<file path="src/rtl/rf_ctrl_pkg.sv">
// Shared constants and types for the register-file write-port arbiter.
// Defaults for data/address width, arbiter state encoding and wait counter width.
package rf_ctrl_pkg;

  localparam int RF_DATA_W   = 32;
  localparam int RF_ADDR_W   = 5;
  localparam int RF_NUM_REGS = 1 << RF_ADDR_W;
  localparam int WAIT_CNT_W  = 4;

  typedef enum logic [1:0] {
    IDLE   = 2'd0,
    WAIT   = 2'd1,
    FREEZE = 2'd2
  } arb_state_t;

endpackage

</file>
<file path="src/rtl/rf_scoreboard.sv">
// Per-register busy bits for in-flight long-latency destinations plus decode hazard lookup.
// Set/clear land at the next edge; the hazard reads only the registered bits (no bypass).
module rf_scoreboard
  import rf_ctrl_pkg::*;
#(
  parameter int ADDR_W = RF_ADDR_W
) (
  input  logic                     clk,
  input  logic                     reset,
  input  logic                     set_vld,
  input  logic [ADDR_W-1:0]        set_addr,
  input  logic                     clr_vld,
  input  logic [ADDR_W-1:0]        clr_addr,
  input  logic                     dec_valid,
  input  logic [ADDR_W-1:0]        dec_rs1,
  input  logic [ADDR_W-1:0]        dec_rs2,
  input  logic [ADDR_W-1:0]        dec_rd,
  output logic                     hazard_stall,
  output logic [(1<<ADDR_W)-1:0]   busy_vec
);

  logic [(1<<ADDR_W)-1:0] busy_q;
  logic [(1<<ADDR_W)-1:0] busy_d;
  logic                   any_busy;

  // Clear first, then set, so an issue landing on a register that is being
  // written back in the same cycle stays busy for the new producer.
  always_comb begin
    busy_d = busy_q;
    if (clr_vld) begin
      busy_d[clr_addr] = 1'b0;
    end
    if (set_vld && (set_addr != '0)) begin
      busy_d[set_addr] = 1'b1;
    end
    busy_d[0] = 1'b0;
  end

  always_ff @(posedge clk) begin
    if (reset) begin
      busy_q <= '0;
    end else begin
      busy_q <= busy_d;
    end
  end

  always_comb begin
    any_busy     = busy_q[dec_rs1] | busy_q[dec_rs2] | busy_q[dec_rd];
    hazard_stall = !reset && dec_valid && any_busy;
  end

  assign busy_vec = busy_q;

endmodule

</file>
<file path="src/rtl/rf_wb_arbiter.sv">
// Shares the register-file write port between pipe WB (priority) and the LLU, with a
// bounded-starvation freeze; grant is combinational, freeze_req is a registered state decode.
module rf_wb_arbiter
  import rf_ctrl_pkg::*;
#(
  parameter int DATA_W   = RF_DATA_W,
  parameter int ADDR_W   = RF_ADDR_W,
  parameter int MAX_WAIT = 4
) (
  input  logic                     clk,
  input  logic                     reset,
  input  logic                     pipe_wb_valid,
  input  logic [ADDR_W-1:0]        pipe_wb_addr,
  input  logic [DATA_W-1:0]        pipe_wb_data,
  input  logic                     llu_issue_valid,
  input  logic [ADDR_W-1:0]        llu_issue_rd,
  input  logic                     llu_wb_valid,
  output logic                     llu_wb_ready,
  input  logic [ADDR_W-1:0]        llu_wb_addr,
  input  logic [DATA_W-1:0]        llu_wb_data,
  input  logic                     dec_valid,
  input  logic [ADDR_W-1:0]        dec_rs1,
  input  logic [ADDR_W-1:0]        dec_rs2,
  input  logic [ADDR_W-1:0]        dec_rd,
  output logic                     hazard_stall,
  output logic                     freeze_req,
  output logic                     rf_write,
  output logic [ADDR_W-1:0]        rf_waddr,
  output logic [DATA_W-1:0]        rf_wdata,
  output logic [(1<<ADDR_W)-1:0]   busy_vec
);

  localparam logic [WAIT_CNT_W-1:0] MAX_WAIT_C = WAIT_CNT_W'(MAX_WAIT);

  arb_state_t            state_q;
  arb_state_t            state_d;
  logic [WAIT_CNT_W-1:0] wait_cnt_q;
  logic [WAIT_CNT_W-1:0] wait_cnt_d;
  logic                  pipe_gnt;
  logic                  llu_gnt;

  assign freeze_req = (state_q == FREEZE);

  // During a freeze the pipe holds its WB and replays it, so only the LLU may win.
  always_comb begin
    pipe_gnt = 1'b0;
    llu_gnt  = 1'b0;
    if (!reset) begin
      if (freeze_req) begin
        llu_gnt = llu_wb_valid;
      end else if (pipe_wb_valid) begin
        pipe_gnt = 1'b1;
      end else if (llu_wb_valid) begin
        llu_gnt = 1'b1;
      end
    end
  end

  always_comb begin
    rf_waddr     = pipe_wb_addr;
    rf_wdata     = pipe_wb_data;
    if (llu_gnt) begin
      rf_waddr = llu_wb_addr;
      rf_wdata = llu_wb_data;
    end
    rf_write     = (pipe_gnt || llu_gnt) && (rf_waddr != '0);
    llu_wb_ready = llu_gnt;
  end

  always_comb begin
    state_d    = state_q;
    wait_cnt_d = wait_cnt_q;
    case (state_q)
      IDLE: begin
        if (llu_wb_valid && pipe_wb_valid) begin
          state_d    = WAIT;
          wait_cnt_d = WAIT_CNT_W'(1);
        end
      end
      WAIT: begin
        // A dropped LLU request has nothing left to protect from starvation.
        if (llu_gnt || !llu_wb_valid) begin
          state_d    = IDLE;
          wait_cnt_d = '0;
        end else if (wait_cnt_q >= MAX_WAIT_C) begin
          state_d    = FREEZE;
          wait_cnt_d = '0;
        end else begin
          wait_cnt_d = wait_cnt_q + WAIT_CNT_W'(1);
        end
      end
      FREEZE: begin
        state_d    = IDLE;
        wait_cnt_d = '0;
      end
      default: begin
        state_d    = IDLE;
        wait_cnt_d = '0;
      end
    endcase
  end

  always_ff @(posedge clk) begin
    if (reset) begin
      state_q    <= IDLE;
      wait_cnt_q <= '0;
    end else begin
      state_q    <= state_d;
      wait_cnt_q <= wait_cnt_d;
    end
  end

  rf_scoreboard #(
    .ADDR_W (ADDR_W)
  ) u_scoreboard (
    .clk          (clk),
    .reset        (reset),
    .set_vld      (llu_issue_valid),
    .set_addr     (llu_issue_rd),
    .clr_vld      (llu_gnt),
    .clr_addr     (llu_wb_addr),
    .dec_valid    (dec_valid),
    .dec_rs1      (dec_rs1),
    .dec_rs2      (dec_rs2),
    .dec_rd       (dec_rd),
    .hazard_stall (hazard_stall),
    .busy_vec     (busy_vec)
  );

endmodule

</file>
<file path="config.mk">
export PLATFORM = sky130hd
export DESIGN_NAME = rf_wb_arbiter
export DESIGN_NICKNAME = d
export VERILOG_FILES = /design/src/rtl/rf_ctrl_pkg.sv /design/src/rtl/rf_scoreboard.sv /design/src/rtl/rf_wb_arbiter.sv
export SDC_FILE = /design/constraint.sdc
export NUM_CORES = 1
export LEC_CHECK = 0
export ABC_CLOCK_PERIOD_IN_PS = 7200
export BUFFER_PORTS_ARGS = -buffer_cell sky130_fd_sc_hd__buf_2
export CAP_MARGIN = 10
export CORE_MARGIN = 2
export CORE_UTILIZATION = 48
export DETAILED_ROUTE_END_ITERATION = 10
export HOLD_SLACK_MARGIN = 0.08
export PLACE_DENSITY = 0.95
export SYNTH_ARGS = -nofsm -noshare
export SYNTH_HDL_FRONTEND = slang
export SYNTH_SLANG_ARGS = --single-unit
</file>
<file path="constraint.sdc">
create_clock -name clk -period 7.2 [get_ports clk]
set_clock_uncertainty 0.1 [all_clocks]
set_input_delay 1.44 -clock clk [delete_from_list [all_inputs] [get_ports clk]]
set_output_delay 1.44 -clock clk [all_outputs]
set_load 0.02 [all_outputs]
</file>
## Word level (Yosys, flattened, before mapping)

Index checks and enable logic that the tools add are counted.

| operators by class | value |
|---|---|
| add/sub/neg operators | 1 |
| magnitude comparators | 8 |
| equality and inequality tests | 4 |
| mux-type cells | 29 |
| bitwise operators | 5 |
| reductions and logical operators | 15 |

Operator list:

| cell | number |
|---|---|
| $mux W32 | 3 |
| $and A32 B32 Y32 | 1 |
| $not A32 Y32 | 1 |
| $or A32 B32 Y32 | 1 |
| $lt A5 B6 Y1 const B | 5 |
| $bmux W1 S5 | 3 |
| $mux W1 | 12 |
| $mux W4 | 3 |
| $demux W1 S5 | 2 |
| $ge A5 B1 Y1 const B | 2 |
| $reduce_bool A5 Y1 | 2 |
| $pmux W4 S2 | 1 |
| $logic_and A1 B1 Y1 | 7 |
| $mux W2 | 3 |
| $mux W5 | 1 |
| $add A4 B1 Y4 const B | 1 |
| $ge A4 B3 Y1 const B | 1 |
| $pmux W2 S2 | 1 |
| $ne A3 B3 Y1 const B | 1 |
| $eq A2 B1 Y1 const B | 1 |
| $eq A2 B2 Y1 const B | 1 |
| $logic_not A1 Y1 | 2 |
| $logic_not A2 Y1 | 1 |
| $logic_or A1 B1 Y1 | 2 |
| 3 further kinds | 4 |

| word-level totals | value |
|---|---|
| bits in registers | 38 |
| input port bits | 100 |
| output and inout port bits | 73 |
| logic and storage cells | 66 |

## Depth between registers and ports, before layout

| logic depth | value |
|---|---|
| depth in word-level cells | 9 |
| mapped depth | 7 |
| mapped depth without buffers | 5 |

## Hierarchy

From an unflattened synthesis, not the netlist that was laid out.

| second synthesis, totals | value |
|---|---|
| cell total of the unflattened synthesis | 332 |
| area, all modules | 2961.6 um2 |

Modules (own cells, without submodules):

| module | times used | cells an instance | area each (um2) | seq. area each (um2) |
|---|---|---|---|---|
| rf_scoreboard | 1 | 257 | 2179.6 | 620.6 |
| rf_wb_arbiter | 1 | 75 | 782.0 | 120.1 |

## Least setup slack after synthesis

Ideal clock, no wire load.

| timing | value |
|---|---|
| kind | input port to output port |
| from | input port dec_rs1[0] |
| to | output port hazard_stall |
| data arrival time | 2.936 ns |
| data required time | 5.660 ns |
| slack | 2.724 ns |
| cell stages on the path | 5 |
| path buffers | 1 |
| cell sequence | buf_2 mux4_2 or3b_2 nand3_1 a41oi_1 |

| between the ends | value |
|---|---|
| longest elaborated chain between the ends | 5 |

Ends and longest elaborated chain:

| item | RTL line | text |
|---|---|---|
| start: declaration | rf_wb_arbiter.sv:22 | `input logic [ADDR_W-1:0] dec_rs1,` |
| $bmux W1 S5 | rf_scoreboard.sv:48 | `any_busy = busy_q[dec_rs1] \| busy_q[dec_rs2] \| busy_q[dec_rd];` |
| $mux W1 (not written as such) | rf_scoreboard.sv:48 |  |
| $or A1 B1 Y1 (2 in series) | rf_scoreboard.sv:48 |  |
| $logic_and A1 B1 Y1 | rf_scoreboard.sv:49 | `hazard_stall = !reset && dec_valid && any_busy;` |
| end: declaration | rf_wb_arbiter.sv:25 | `output logic hazard_stall,` |

No other way between the ends. The select of a mux whose other input is x is not followed.

## Worst setup path after layout

| timing | value |
|---|---|
| from | input port reset |
| to | output port rf_write |

| between the ends | value |
|---|---|
| longest elaborated chain between the ends | 4 |
| elaborated cells between the ends (all ways) | 6 |
| classes of those cells | mux: 3; reduce/logical: 3 |

Ends and longest elaborated chain:

| item | RTL line | text |
|---|---|---|
| start: declaration | rf_wb_arbiter.sv:11 | `input logic reset,` |
| $mux W1 | rf_wb_arbiter.sv:48 | `if (!reset) begin` |
| $mux W5 | rf_wb_arbiter.sv:62 | `if (llu_gnt) begin` |
| $reduce_bool A5 Y1 | rf_wb_arbiter.sv:66 | `rf_write = (pipe_gnt \|\| llu_gnt) && (rf_waddr != '0);` |
| $logic_and A1 B1 Y1 * | rf_wb_arbiter.sv:66 |  |
| end: declaration | rf_wb_arbiter.sv:27 | `output logic rf_write,` |

Mark *: on every way between the ends. The rest lies on a longest branch, timed or not.

==> key figures <==
Status
  • Status: completed

STA
  • FMAX: 187 MHz
  • Fin. Hold Viols: 0
  • Final Slew Violations: 0
  • Relative slew margins: 54.9%
  • Slew @ Worst Pin: 0.676 ns
  • Endpoints failing setup: 0
  • Final worst setup slack: 1.86 ns
  • RSZ-0062 raised after global routing: no
  • Fin crit period: 5.34 ns
  • Worst hold slack: 0.402 ns
  • TNS Setup: 0 ns
  • Crit share post-route: 74.2%

Critical path
  • Worst reg2reg path startpoint: state_q[0]$_SDFFE_PP0P_
  • Worst R2R Path Depth: 5
  • CP delay by family, top: buffers and inverters
  • CP Data Required Time: 5.66 ns
  • CP endpoint kind: output port
  • CP max stage cell: a21oi_4
  • Crit path largest cell delay: 0.46 ns
  • Worst reg2reg endpoint: u_scoreboard.busy_vec[26]$_SDFF_PP0_
  • R2R Setup Slk: 5.17 ns
  • Buf+Inv Stages, Crit Path: 3
  • Crit-path cells: buf_2 > nand2b_1 > a21oi_4 > buf_4 > mux2_2 > nor3_1 > a211oi_1 > buf_2
  • Worst Path Max Fanout: 40
  • Cell mode on critical path: buf_2
  • Crit Path Category: in -> out
  • CP Launch Type: input pin
  • Critical path data arrival time: 3.80 ns

Job
  • Max-cap viol count: 0

CTS
  • CTS buffer count: 5
  • H-tree Lvls: 2
  • Post-CTS sizing: 0
  • CTS tree: yes
  • Clk sinks: 37
  • Clk_lat worst skew: 0.29 ns
  • Clock buffer depth: 2
  • Post-CTS Hold Fix Bufs: 0
  • Post-CTS Setup Bufs: 0
  • Root buffer cell: clkbuf_8
  • Clk slew on worst S/H paths: 0.07 ns

Logic synthesis
  • Syn Area/Cell: 8.59 µm²
  • Syn Inst Count: 336
  • Sequential element share of the synthesized area: 25.7%
  • EDFF count, synth: 0
  • Main flop type after synthesis: dfxtp_1
  • Yosys top cell area share: 25.7%
  • Syn nets: 437
  • Area leader, netlist: dfxtp_1
  • Count leader, synth: mux2_2
  • Adder-cell share of the synthesized area: 0.434%
  • List of most frequent post-synthesis cells: mux2_2, a21oi_1, nand2_1
  • Top cells by area, synth: dfxtp_1, mux2_2, mux2i_1, a21oi_1, mux4_2
  • Synth Area in Compound Gates: 19.0%
  • Mapped cell area: 2890 µm²
  • Synthesis-stage register bit count: 37
  • Ys Warns: 0
  • Post-synthesis mux area share: 31.7%
  • Largest family of logic cells by synthesized area: multiplexers
  • Synth Area in Simple Gates: 19.0%
  • Distinct cells, synth: 46
  • Post-synthesis xor/xnor area fraction: 0%
  • Post-synthesis async set-or-reset flop share: 0%

Global route
  • Largest net degree at the start of global routing: 41
  • Vias in the first global route: 3230
  • GRT Residual Overflow: 0
  • Gr usage total: 30.4%
  • Initial antenna violation count: 0
  • First-pass GRT wire length: 15.5 mm

Floorplanning
  • Width of the die: 81.5 µm
  • Die H: 81.5 µm
  • Initial core utilization: 49.3%
  • Core Footprint: 5850 µm²
  • FP Rows: 28
  • I/O pins: 173
  • Die area: 6650 µm²

Detailed routing
  • DR DRC count: 0
  • Vias per inst: 6.04
  • Drt total wl: 10.4 mm
  • Initial DRC Count: 257
  • Routed Antenna Nets: 0
  • WL per Instance: 18.1 µm
  • Router iterations before antenna repair: 5
  • DR vias: 3447

Placed design
  • Placement Setup Slack: 1.87 ns
  • Port buffer count: 171
  • Placed cells: 563
  • RePlAce Congestion: 0.893
  • Post-placement cell area: 3750 µm²
  • Detailed placer's ending HPWL: 8.32 mm

Cells and area
  • Area delta synth->final: 34.3%
  • Final core occ: 66.2%
  • # nets final: 596
  • Diodes inserted: 0
  • Finished Layout Cells: 571
  • Layout cell share with drive strength beyond 1: 47.2%
  • Post-route cell area: 3870 µm²

Worst hold path
  • Hold endpoint: wait_cnt_q[3]$_SDFFE_PP0P_
  • Hold crit path type: reg -> reg
  • Worst Min Path Start: wait_cnt_q[3]$_SDFFE_PP0P_
  • Worst hold path depth: 1

Power and ir drop
  • Total chip power: 0.550 mW
  • Peak VDD IR: 88.2 µV
  • Power Density: 142 nW/µm²
  • Lkg Pwr: 1.75 nW
report_power, final:
part           leakage [nW]  internal, mW  switching (mW)  total [mW]
Combinational          1.39        0.0645          0.0854       0.150
Clock                0.0574         0.113          0.0757       0.188
Sequential            0.299         0.208         0.00398       0.212
worst register-to-register path: cells and delay by family (launching register included):
kind            cells  cell delay (ns)
compound gates      3             0.90
flops               1             0.35
simple gates        2             0.54
worst max-delay path by stage:
stage	from	slack, ns	endpoint	cells past startpoint
2_1_floorplan	dec_rs1[0]	2.72	hazard_stall	5
3_3_place_gp	reset	1.93	rf_write	8
3_5_place_dp	reset	1.87	rf_write	8
4_1_cts	reset	1.87	rf_write	8
5_1_grt	reset	1.71	rf_write	8
6_report	reset	1.86	rf_write	8
flip-flops by register name, indices dropped and copies added (netlist names):
signal                 count
state_q                    2
u_scoreboard.busy_vec     31
wait_cnt_q                 4
placed cells by master, fill, tap and decap left out, types with 2 or more instances in the layout:
| cell | netlist | layout |
|---|---|---|
| a21oi_1 | 39 | 38 |
| nor2b_1 | 10 | 10 |
| a22oi_1 | 5 | 5 |
| nor4_1 | 2 | 2 |
| mux2_2 | 42 | 42 |
| a2111oi_0 | 3 | 3 |
| a311oi_1 | 2 | 2 |
| nand4bb_1 | 2 | 2 |
| nand2b_1 | 10 | 10 |
| nand2_1 | 39 | 39 |
| buf_2 | 8 | 171 |
| dfxtp_1 | 37 | 37 |
| a211oi_1 | 3 | 3 |
| inv_1 | 4 | 4 |
| and2b_1 | 2 | 2 |
| a221oi_1 | 3 | 3 |
| nand3_1 | 6 | 6 |
| clkbuf_8 | 0 | 6 |
| and2_1 | 2 | 2 |
| mux4_1 | 2 | 2 |
| and3_1 | 3 | 3 |
| o21ai_0 | 31 | 31 |
| nand4b_1 | 3 | 3 |
| nor2_1 | 16 | 16 |
| mux2i_1 | 21 | 21 |
| mux4_2 | 8 | 8 |
| nor3_1 | 5 | 5 |
final cells by class:
type                       instances  area [µm²]
multi-input combinational        275        2040
fill                             511        1980
timing repair buffer             172         863
sequential                        37         741
tap                               75        93.8
clock buffer                       6        82.6
clock inverter                     2        37.5
inverter                           4        15.0
routing by layer:
metal / global-route usage (%) / vias to the layer above / part of all wire [%]
li1: - / 1569 / -
met1: 35.3 / 1623 / 36
met2: 56.4 / 230 / 52
met3: 5.71 / 25 / 9.3
met4: 8.98 / 0 / 1.9
met5: 0 / - / 0
cells by family after synthesis:
group | count (synthesis)
muxes | 73
AOI/OAI and AO/OA | 93
adders and majority gates | 1
DFF | 37
buffers and inverters | 24
and+or+nand+nor | 107
other | 1
Power figures use the tool's default switching activity.
